===== src/rtl/net_tx_arbiter.sv =====
// net_tx_arbiter: frame-granular round-robin arbiter onto one 8-bit
// AXI-Stream. Over-length frames are cut, closed with tlast and counted.
module net_tx_arbiter #(
    parameter int NUM_PORTS     = 4,
    parameter int MAX_FRAME_LEN = 1518,
    parameter int CNT_WIDTH     = 16
) (
    input  logic                   net_axis_clk,
    input  logic                   net_axis_resetn,
    input  logic [8*NUM_PORTS-1:0] s_axis_tdata,
    input  logic [NUM_PORTS-1:0]   s_axis_tvalid,
    input  logic [NUM_PORTS-1:0]   s_axis_tlast,
    output logic [NUM_PORTS-1:0]   s_axis_tready,
    output logic [7:0]             m_axis_tdata,
    output logic                   m_axis_tvalid,
    output logic                   m_axis_tlast,
    input  logic                   m_axis_tready,
    output logic [NUM_PORTS-1:0]   grant,
    output logic                   busy,
    output logic [CNT_WIDTH-1:0]   trunc_count
);
    localparam int IW = $clog2(NUM_PORTS);
    localparam int BW = $clog2(MAX_FRAME_LEN + 1);
    localparam logic [BW-1:0] LAST_IDX = BW'(MAX_FRAME_LEN - 1);
    localparam logic [IW-1:0] TOP_PORT = IW'(NUM_PORTS - 1);

    typedef enum logic [1:0] {IDLE, FWD, DRAIN} state_t;

    state_t               state, state_n;
    logic [IW-1:0]        last_grant, last_grant_n;
    logic [NUM_PORTS-1:0] grant_n;
    logic [BW-1:0]        byte_cnt, byte_cnt_n;
    logic [CNT_WIDTH-1:0] trunc_n;
    logic [7:0]           tdata_n;
    logic                 tvalid_n, tlast_n;
    logic [7:0]           in_data;
    logic                 in_last, accept;
    logic [IW-1:0]        pick;
    logic                 pick_ok;
    int                   idx;

    always_comb begin
        in_data = '0;
        in_last = 1'b0;
        for (int i = 0; i < NUM_PORTS; i++) begin
            if (grant[i]) begin
                in_data = s_axis_tdata[8*i +: 8];
                in_last = s_axis_tlast[i];
            end
        end
    end

    // Only the owner ever sees ready; the output path is a single
    // register so ready follows the downstream ready combinationally.
    always_comb begin
        case (state)
            FWD:     s_axis_tready = grant & {NUM_PORTS{!m_axis_tvalid || m_axis_tready}};
            DRAIN:   s_axis_tready = grant;
            default: s_axis_tready = '0;
        endcase
    end

    assign accept = |(s_axis_tready & s_axis_tvalid);

    // Descending scan so the nearest requester after last_grant wins.
    always_comb begin
        pick    = last_grant;
        pick_ok = 1'b0;
        idx     = 0;
        for (int k = NUM_PORTS; k >= 1; k--) begin
            idx = (int'(last_grant) + k) % NUM_PORTS;
            if (s_axis_tvalid[IW'(idx)]) begin
                pick    = IW'(idx);
                pick_ok = 1'b1;
            end
        end
    end

    always_comb begin
        state_n      = state;
        last_grant_n = last_grant;
        grant_n      = grant;
        byte_cnt_n   = byte_cnt;
        trunc_n      = trunc_count;
        tdata_n      = m_axis_tdata;
        tlast_n      = m_axis_tlast;
        tvalid_n     = m_axis_tvalid && !m_axis_tready;
        case (state)
            IDLE: begin
                if (pick_ok) begin
                    state_n       = FWD;
                    last_grant_n  = pick;
                    grant_n       = '0;
                    grant_n[pick] = 1'b1;
                    byte_cnt_n    = '0;
                end
            end
            FWD: begin
                if (accept) begin
                    tdata_n    = in_data;
                    tlast_n    = in_last || (byte_cnt == LAST_IDX);
                    tvalid_n   = 1'b1;
                    byte_cnt_n = byte_cnt + 1'b1;
                    if (in_last) begin
                        state_n = IDLE;
                        grant_n = '0;
                    end else if (byte_cnt == LAST_IDX) begin
                        state_n = DRAIN;
                        if (trunc_count != '1) trunc_n = trunc_count + 1'b1;
                    end
                end
            end
            DRAIN: begin
                if (accept && in_last) begin
                    state_n = IDLE;
                    grant_n = '0;
                end
            end
            default: state_n = IDLE;
        endcase
    end

    always_ff @(posedge net_axis_clk) begin
        if (!net_axis_resetn) begin
            state         <= IDLE;
            last_grant    <= TOP_PORT;
            grant         <= '0;
            byte_cnt      <= '0;
            trunc_count   <= '0;
            m_axis_tdata  <= '0;
            m_axis_tvalid <= 1'b0;
            m_axis_tlast  <= 1'b0;
            busy          <= 1'b0;
        end else begin
            state         <= state_n;
            last_grant    <= last_grant_n;
            grant         <= grant_n;
            byte_cnt      <= byte_cnt_n;
            trunc_count   <= trunc_n;
            m_axis_tdata  <= tdata_n;
            m_axis_tvalid <= tvalid_n;
            m_axis_tlast  <= tlast_n;
            busy          <= (state_n != IDLE);
        end
    end
endmodule


===== config.mk =====
export PLATFORM = sky130hd
export DESIGN_NAME = net_tx_arbiter
export DESIGN_NICKNAME = d
export VERILOG_FILES = /design/src/rtl/net_tx_arbiter.sv
export SDC_FILE = /design/constraint.sdc
export NUM_CORES = 1
export LEC_CHECK = 0
export CAP_MARGIN = 20
export CORE_ASPECT_RATIO = 2
export CORE_MARGIN = 5
export CORE_UTILIZATION = 48
export DETAILED_ROUTE_END_ITERATION = 12
export GPL_ROUTABILITY_DRIVEN = 0
export PLACE_DENSITY = 0.78
export SLEW_MARGIN = 20
export SYNTH_ARGS = -nofsm -noshare
export SYNTH_HDL_FRONTEND = slang
export SYNTH_SLANG_ARGS = --single-unit

===== constraint.sdc =====
create_clock -name net_axis_clk -period 2.7 [get_ports net_axis_clk]
set_clock_uncertainty 0.05 [all_clocks]
set_input_delay 0.405 -clock net_axis_clk [delete_from_list [all_inputs] [get_ports net_axis_clk]]
set_output_delay 0.405 -clock net_axis_clk [all_outputs]
set_load 0.01 [all_outputs]

==> results.py, run 1 <==
metrics = {
    "detailed_routing": {
        "dr.pass1.iters": 4,
        "drt_iter0_drc": 80,
        "postRouteAntennaNets": 0,
        "vias": 2715,
        "wl_per_cell_um": 15.5,
        "vias_per_cell": 5.70,
        "remaining_drc_errors": 0,
        "wl_um": 7380,
    },
    "worst_setup_path": {
        "critPathCaptureType": "output pin",
        "startpoint_type": "flop",
        "critPathKind": "reg2out",
        "critPathRequiredTime_ns": 2.25,
        "crit_fanout": 7,
        "timing.critical_path.arrival_ns": 2.14,
    },
    "synthesis": {
        "syn_avg_cell_area_um2": 7.99,
        "syn_area_um2": 2650,
        "yosysSeqAreaShare": 0.348,
        "synthCells": 331,
        "synth-main-ff-cell": "dfxtp_1",
        "synth_warnings": 0,
        "synth-seq-cells": 46,
        "synthArstFlopShare": 0,
        "synth_edf_count": 0,
        "synth_nets": 383,
        "ys_types": 51,
    },
    "timing": {
        "rsz0062_at_grt": "no",
        "hold_violations": 0,
        "setup_viol": 0,
        "fin_setup_tns_ns": 0,
        "fin_hold_ws_ns": 0.455,
        "worstMarginPinSlew_ns": 0.589,
        "period_share": 0.961,
        "maxSlewHeadroom": 0.608,
        "layout_min_cycle_time_ns": 2.60,
        "clock.fmax_ghz": 0.385,
        "drv_slew": 0,
    },
    "layout": {
        "fin_nets": 467,
        "stdcell_count": 476,
        "diodes": 0,
        "drive_gt1_frac": 0.0913,
        "area_growth_pct": 38.7,
    },
    "clock_tree": {
        "cts_hold_buf": 0,
        "numCtsBuffers": 5,
        "cts_sinks": 46,
        "cts-root-buf": "clkbuf_8",
        "cts_buffer_depth": 2,
        "htreeDepth": 2,
        "cts_setup_buffers": 0,
        "tritoncts": "built",
        "path_clk_slew_ns": 0.09,
        "worstSkewPairLatency_ns": 0.31,
    },
    "floorplanning": {
        "start_util": 0.488,
        "die_area_um2": 7190,
        "core_area_um2": 5420,
        "die_h_um": 115,
        "num_rows": 38,
        "io_pins": 78,
        "chipWidth_um": 62.5,
    },
    "global_route": {
        "grt_overflow": 0,
        "track_usage": 0.200,
        "grt_pass1_vias": 2575,
        "antenna_found_initial": 0,
        "grt_first_pass_wirelength_um": 11800,
        "grt_max_degree": 30,
    },
    "placement": {
        "hpwl_um": 5840,
        "port_buffers": 77,
        "dp.cells": 468,
    },
    "run": {
        "maxCapViolCount": 0,
    },
    "pwr": {
        "vdd_drop_max_mv": 0.432,
        "p_leak_nw": 1.24,
        "power.density_nw_per_um2": 426,
    },
    "worst_hold_path": {
        "hold_path_class": "reg2reg",
    },
    "status": {
        "status": "finished clean",
    },
}
==> final cells by class <==
type                       instances  area (um2)
sequential                        46         923
multi-input combinational        255        1620
tap                               60        75.1
inverter                          12        45.0
fill                             478        1750
clock inverter                     3        21.3
timing repair buffer              95         918
clock buffer                       5        68.8
==> synthesized netlist by cell type (all sizes together), types with 2 or more instances <==
cell type	n	share of area
a211oi	9	0.026
a21oi	32	0.061
a221oi	10	0.035
a22oi	3	0.0085
and2	8	0.019
and3	2	0.0047
buf	3	0.0080
clkbuf	15	0.021
dfxtp	46	0.35
ha	9	0.043
inv	12	0.017
mux2i	5	0.019
nand2	23	0.033
nand2b	6	0.014
nand3	13	0.025
nand4	6	0.017
nor2	30	0.043
nor2b	10	0.024
nor3	10	0.019
nor4	6	0.014
o211ai	3	0.0085
o21ai	14	0.026
o21bai	3	0.0085
o31ai	8	0.023
or2	4	0.0095
or3	8	0.021
or4	9	0.026
xnor2	7	0.023
==> state kept, by name, indices dropped and copies added (netlist names) <==
signal         count
busy               1
grant              4
byte_cnt          11
m_axis_tvalid      1
m_axis_tlast       1
state              2
trunc_count       16
m_axis_tdata       8
last_grant         2
==> repair_timing <==
| item | 4_1_cts | 5_1_grt |
|---|---|---|
| resized for setup | 1 | 3 |
| gates cloned | 0 | 0 |
| endpoints found under the hold margin | 0 | 0 |
| endpoints found under the setup margin | 3 | 4 |
| pin swaps | 0 | 0 |
==> final timing paths <==
kind / cells past startpoint / to / slack [ns] / startpoint
max: 7 / s_axis_tready[2] / 0.10 / state[0]
min: 2 / m_axis_tdata[1] / 0.46 / m_axis_tdata[1]
max reg2reg: 9 / m_axis_tdata[2] / 0.35 / state[0]
min reg2reg: 2 / m_axis_tdata[1] / 0.46 / m_axis_tdata[1]
==> cell families after synthesis <==
| logic type | after synthesis | synth area share |
|---|---|---|
| flops | 46 | 0.348 |
| compound gates | 92 | 0.231 |
| simple gates | 141 | 0.287 |
| buf+inv | 30 | 0.0463 |
| xor+xnor | 8 | 0.0265 |
| fa+ha+maj | 9 | 0.0426 |
| mux | 5 | 0.0189 |
==> metrics by stage <==
stage	setup slack [ns]	total power [W]	cell area [um2]	utilization
after detailed placement	0.136	0.00114	3560	0.657
after global placement	0.184	0.00113	3560	0.657
after CTS	0.0244	0.00157	3660	0.676
after floorplan	0.206	0.000962	2650	-
after global routing	0.000836	0.00164	3670	0.677
final	0.105	0.00156	3670	0.677
==> power breakdown <==
part           switching [W]  internal (W)  leakage [nW]
clock               0.000249      0.000182        0.0441
sequential         0.0000290      0.000700         0.373
combinational       0.000198      0.000207         0.818
==> metal layers <==
metal  vias up  track usage  part of all wire
met1      1253        0.193              0.38
met2        62        0.396              0.56
met5         -            0                 0
li1       1384            -                 -
met3        16       0.0430             0.034
met4         0       0.0822             0.028
==> worst max-delay path: stages (launching register included) <==
cell and delay (ns):
dfxtp_2 0.38, inv_1 0.11, ha_4 0.31, nand2_1 0.06, o21ai_1 0.16, buf_4 0.16, and2_1 0.12, clkdlybuf4s50_1 0.54
==> placed cells by master, fill, tap and decap left out, types with 2 or more instances in the layout <==
cell type and instances:
clkdlybuf4s50_1 77, dfxtp_1 44, a21oi_1 32, nor2_1 30, nand2_1 23, buf_4 17
nand3_1 13, inv_1 12, o21ai_0 11, nor2b_1 10, nor3_1 10, a221oi_1 9
a211oi_1 9, or4_1 9, and2_1 8, o31ai_1 8, or3_1 7, xnor2_1 7
ha_1 7, nand2b_1 6, nor4_1 6, mux2i_1 5, nand4_1 5, clkbuf_8 5
o211ai_1 3, o21ai_1 3, a22oi_1 3, o21bai_1 3, or2_2 3, and3_1 2
dfxtp_2 2
(Power assumes the default switching activity.)
==> run 2: changes to the inputs <==
Settings changed: CORE_UTILIZATION 48 to 43, PLACE_DENSITY 0.78 to 0.74, SLEW_MARGIN 20 to not set.
Clock period 2.7 ns to 2.2 ns, I/O delays scaled along.
==> run 2 against run 1 <==
Net effect: the run now ends with setup timing left; combinational power is 44% higher; design area is 11% higher; non-clock buffer count is 33 higher; via count is 8.6% higher; critical path depth is 1 higher; critical endpoint is now trunc_count[7].
==> results.py, run 2 (synthesis results as in run 1) <==
metrics = {
    "detailed_routing": {
        "dr.pass1.iters": 5,
        "wl_um": 8360,
        "vias_per_cell": 5.76,
        "met3WireLength_um": 337,
        "wl_per_cell_um": 16.3,
        "remaining_drc_errors": 0,
        "postRouteAntennaNets": 0,
        "vias": 2948,
        "wirelength_met1_um": 3010,
        "routed.top_layer": "met4",
        "wl_met2_um": 4720,
        "drt_iter0_drc": 144,
    },
    "placement": {
        "hpwl_um": 6270,
        "port_buffers": 77,
        "dp.cells": 498,
    },
    "floorplanning": {
        "chipWidth_um": 65.5,
        "num_rows": 40,
        "die_area_um2": 7920,
        "die_h_um": 121,
        "io_pins": 78,
        "start_util": 0.441,
        "core_area_um2": 6010,
    },
    "global_route": {
        "grt_pass1_vias": 2810,
        "grt_first_pass_wirelength_um": 13000,
        "track_usage": 0.206,
        "grt_overflow": 0,
        "grt_max_degree": 28,
        "antenna_found_initial": 0,
    },
    "timing": {
        "clock.fmax_ghz": 0.437,
        "maxSlewHeadroom": 0.576,
        "period_share": 1.04,
        "fin_hold_ws_ns": 0.436,
        "setup_ws_ns": -0.0869,
        "fin_setup_tns_ns": -0.392,
        "worstMarginPinSlew_ns": 0.636,
        "layout_min_cycle_time_ns": 2.29,
        "setup_viol": 10,
        "drv_slew": 0,
        "hold_violations": 0,
        "rsz0062_at_grt": "yes",
    },
    "worst_setup_path": {
        "r2r_end": "trunc_count[7]",
        "startpoint_type": "flop",
        "crit_fanout": 6,
        "reg2reg_depth": 8,
        "critPathKind": "reg2reg",
        "timing.rr.start": "byte_cnt[0]",
        "critPathCaptureType": "flop",
        "critPathRequiredTime_ns": 2.38,
        "reg2reg_slack_ns": -0.09,
        "timing.critical_path.arrival_ns": 2.47,
    },
    "run": {
        "maxCapViolCount": 0,
    },
    "layout": {
        "top_register": "trunc_count",
        "top_regs": "trunc_count (16), byte_cnt (11), m_axis_tdata (8)",
        "n_fill_cell": 510,
        "drive_gt1_frac": 0.189,
        "final_util": 0.680,
        "final_common_cell": "clkdlybuf4s50_1",
        "fin_nets": 500,
        "stdcell_count": 512,
        "largest_reg_flops": 16,
        "final_cell_mix": "73 x clkdlybuf4s50_1, 47 x buf_4, 42 x dfxtp_1",
        "area_growth_pct": 54.4,
        "diodes": 0,
    },
    "pwr": {
        "vdd_drop_max_mv": 0.541,
        "p_leak_nw": 1.49,
        "finalPower_w": 0.00223,
        "power.density_nw_per_um2": 547,
    },
    "worst_hold_path": {
        "hold_path_class": "reg2reg",
        "min_path_cells": 2,
        "hp-start": "grant[2]",
        "hold_end": "grant[2]",
    },
    "clock_tree": {
        "cts_buffer_depth": 2,
        "tritoncts": "built",
        "cts-root-buf": "clkbuf_16",
        "cts_sinks": 46,
        "numCtsBuffers": 5,
        "htreeDepth": 2,
        "path_clk_slew_ns": 0.07,
        "worstSkewPairLatency_ns": 0.30,
    },
    "status": {
        "status": "finished with violations",
        "violations": "setup timing",
    },
}
-- run 2: worst max-delay path, cell delays in order (launching register included) --
cell	delay [ns]
dfxtp_4	0.37
ha_4	0.13
nand4bb_1	0.09
or3_4	0.36
o21ba_4	0.25
nand4_4	0.14
buf_12	0.16
or4_1	0.51
a21oi_1	0.14
-- run 2: how the worst max path moves through the flow --
stage	start	endpoint	depth (start not counted)
final	byte_cnt[0]	trunc_count[7]	8
after CTS	byte_cnt[0]	trunc_count[11]	8
after global routing	byte_cnt[1]	trunc_count[3]	10
after detailed placement	s_axis_tlast[1]	trunc_count[11]	8
after floorplan	state[0]	trunc_count[11]	9
after global placement	s_axis_tlast[1]	trunc_count[11]	8
-- run 2: timing repair --
item                                    in CTS  in global routing
hold buffers                                 0                  0
pin swaps                                    0                 11
buffers inserted                             1                  3
endpoints found under the setup margin      11                 24
gates resized for setup                      8                 13
gates cloned                                 0                  2
-- run 2: area by class of cell --
| class | instances | area, um2 | area share |
|---|---|---|---|
| timing repair buffer | 128 | 1210 | 0.296 |
| clock buffer | 5 | 125 | 0.0306 |
| multi-input combinational | 255 | 1680 | 0.410 |
| tap | 63 | 78.8 | 0.0193 |
| sequential | 46 | 928 | 0.227 |
| clock inverter | 3 | 25.0 | 0.00612 |
| inverter | 12 | 45.0 | 0.0110 |
-- run 2: routing by layer --
metal / vias up / track usage
met4: 0 / 0.0935
li1: 1456 / -
met5: - / 0
met1: 1380 / 0.202
met2: 86 / 0.399
met3: 26 / 0.0389
-- run 2: power by group --
part / switching, W / internal [W] / total [W] / leakage [nW]
sequential: 0.0000215 / 0.000858 / 0.000880 / 0.374
clock: 0.000346 / 0.000427 / 0.000773 / 0.0704
combinational: 0.000277 / 0.000305 / 0.000582 / 1.05
-- run 2: metrics by stage --
stage	setup slack [ns]	instance area (um2)
after CTS	-0.0438	3970
after global routing	-0.161	4090
final	-0.0869	4090
after global placement	-0.303	3800
after floorplan	-0.00700	2670
after detailed placement	-0.350	3800
==> run 3: changes to the inputs <==
Clock period 2.2 ns to 2 ns, I/O delays scaled along.
==> run 3 against run 2 <==
Net effect: the flow still finishes with violations (setup timing); die area did not move; combinational power rose by 24%; wire length rose by 10%; sequential share of layout area fell by 1.8 points; total power rose by 19%; clock power rose by 24%; clock-buffer cell count did not move; via count rose by 4.1%; worst setup slack got worse by 0.26 ns; first-iteration DRC count rose by 45%; fmax fell by 2.7%; largest cell class unchanged; largest power group unchanged.
==> results.py, run 3 (synthesis results as in run 1) <==
metrics = {
    "status": {
        "status": "finished with violations",
        "violations": "setup timing",
    },
    "detailed_routing": {
        "dr.pass1.iters": 4,
        "wl_um": 9210,
        "vias_per_cell": 5.72,
        "wl_per_cell_um": 17.1,
        "remaining_drc_errors": 0,
        "vias": 3069,
        "postRouteAntennaNets": 0,
        "drt_iter0_drc": 209,
    },
    "worst_setup_path": {
        "slowest_delay_ns": 0.40,
        "startpoint_type": "flop",
        "crit_slowest_cell": "or4_1",
        "critPathCaptureType": "flop",
        "critPathRequiredTime_ns": 2.17,
        "crit_fanout": 6,
        "critPathKind": "reg2reg",
        "crit_buf_inv": 3,
        "path_delay_family": "compound AO/OA/AOI/OAI gates",
        "timing.critical_path.arrival_ns": 2.52,
        "crit_chain": "inv_4 -> ha_4 -> o211ai_1 -> a21oi_2 -> a22o_1 -> nand4_4 -> buf_12 -> clkbuf_16 -> or4_1 -> a21oi_1",
    },
    "layout": {
        "diodes": 0,
        "final_util": 0.741,
        "final_common_cell": "clkdlybuf4s50_1",
        "drive_gt1_frac": 0.278,
        "top_register": "trunc_count",
        "top_regs": "trunc_count (16), byte_cnt (11), m_axis_tdata (8)",
        "final_cell_mix": "73 x clkdlybuf4s50_1, 63 x buf_4, 42 x dfxtp_1",
        "fin_nets": 525,
        "final_cell_area_um2": 4450,
        "area_growth_pct": 68.2,
        "n_fill_cell": 434,
        "largest_reg_flops": 16,
    },
    "clock_tree": {
        "cts_sinks": 46,
        "tritoncts": "built",
        "numCtsBuffers": 5,
        "cts_buffer_depth": 2,
        "htreeDepth": 2,
        "cts-root-buf": "clkbuf_16",
        "worstSkewPairLatency_ns": 0.29,
        "path_clk_slew_ns": 0.07,
    },
    "global_route": {
        "grt_overflow": 0,
        "antenna_found_initial": 0,
        "grt_first_pass_wirelength_um": 13800,
        "track_usage": 0.220,
        "grt_max_degree": 28,
        "grt_pass1_vias": 3028,
        "grt_busiest_layer": "met2",
        "gr-usage-met3": 0.0324,
        "grtUsageMet2": 0.410,
        "use_met1": 0.221,
    },
    "floorplanning": {
        "io_pins": 78,
        "start_util": 0.441,
        "num_rows": 40,
        "die_area_um2": 7920,
        "core_area_um2": 6010,
        "chipWidth_um": 65.5,
        "die_h_um": 121,
    },
    "pwr": {
        "vdd_drop_max_mv": 0.521,
        "p_leak_nw": 1.66,
        "power.density_nw_per_um2": 595,
    },
    "placement": {
        "hpwl_um": 6400,
        "place_area_um2": 3920,
        "port_buffers": 77,
    },
    "timing": {
        "hold_violations": 0,
        "maxSlewHeadroom": 0.748,
        "setup_ws_ns": -0.350,
        "rsz0062_at_grt": "yes",
        "layout_min_cycle_time_ns": 2.35,
        "worstMarginPinSlew_ns": 0.368,
        "period_share": 1.17,
        "drv_slew": 0,
        "setup_viol": 44,
        "clock.fmax_ghz": 0.426,
    },
    "worst_hold_path": {
        "hold_path_class": "reg2reg",
    },
    "run": {
        "maxCapViolCount": 0,
    },
}
==> run 3: routing by layer <==
| metal | vias up | routed length (um) |
|---|---|---|
| li1 | 1506 | - |
| met1 | 1447 | 3240 |
| met2 | 85 | 5230 |
| met3 | 31 | 267 |
| met4 | 0 | 465 |
| met5 | - | 0 |
==> run 3: power breakdown <==
part | total [W] | switching [W] | internal [W] | leakage, nW
Combinational | 0.000723 | 0.000343 | 0.000380 | 1.20
Clock | 0.000957 | 0.000365 | 0.000592 | 0.0842
Sequential | 0.000969 | 0.0000244 | 0.000945 | 0.374
Total | 0.00265 | 0.000732 | 0.00192 | 1.66
==> run 3: per-stage QoR <==
step / hold WS, ns / cells / setup TNS (ns) / setup slack (ns) / total power [W]
6_report: 0.447 / 537 / -8.88 / -0.350 / 0.00265
5_1_grt: 0.473 / 537 / -13.69 / -0.478 / 0.00277
4_1_cts: 0.448 / 525 / -3.17 / -0.237 / 0.00259
3_5_place_dp: 0.440 / 515 / -12.53 / -0.447 / 0.00162
3_3_place_gp: 0.437 / 515 / -11.32 / -0.442 / 0.00160
2_1_floorplan: 0.408 / 331 / -2.46 / -0.207 / 0.00131
==> run 3: cell type report <==
type | count | area, um2 | area share
flip-flops and latches | 46 | 931 | 0.209
multi-input cells | 255 | 1780 | 0.401
repair buffers | 153 | 1440 | 0.323
clock inverters | 3 | 43.8 | 0.00984
inverters | 12 | 50.0 | 0.0112
well taps | 63 | 78.8 | 0.0177
clock buffers | 5 | 125 | 0.0281
==> run 3: path summary, 6_finish.rpt <==
check,cells after the start,to,slack [ns],start
max,10,trunc_count[10],-0.35,state[0]
min,2,m_axis_tdata[4],0.45,m_axis_tdata[4]
max reg2reg,10,trunc_count[10],-0.35,state[0]
min reg2reg,2,m_axis_tdata[4],0.45,m_axis_tdata[4]
==> run 3: worst reg2reg max path, cell delays in order, from the launching register on <==
cell and delay, ns:
dfxtp_4 0.36, inv_4 0.05, ha_4 0.28, o211ai_1 0.10, a21oi_2 0.20, a22o_1 0.26, nand4_4 0.16, buf_12 0.17
clkbuf_16 0.14, or4_1 0.40, a21oi_1 0.13
==> run 3: what timing repair did <==
item	CTS	global route
cloned	0	3
buffers inserted	2	9
endpoints found under the setup margin	45	46
hold buffers	0	0
gates resized for setup	34	35
pin swaps	7	22
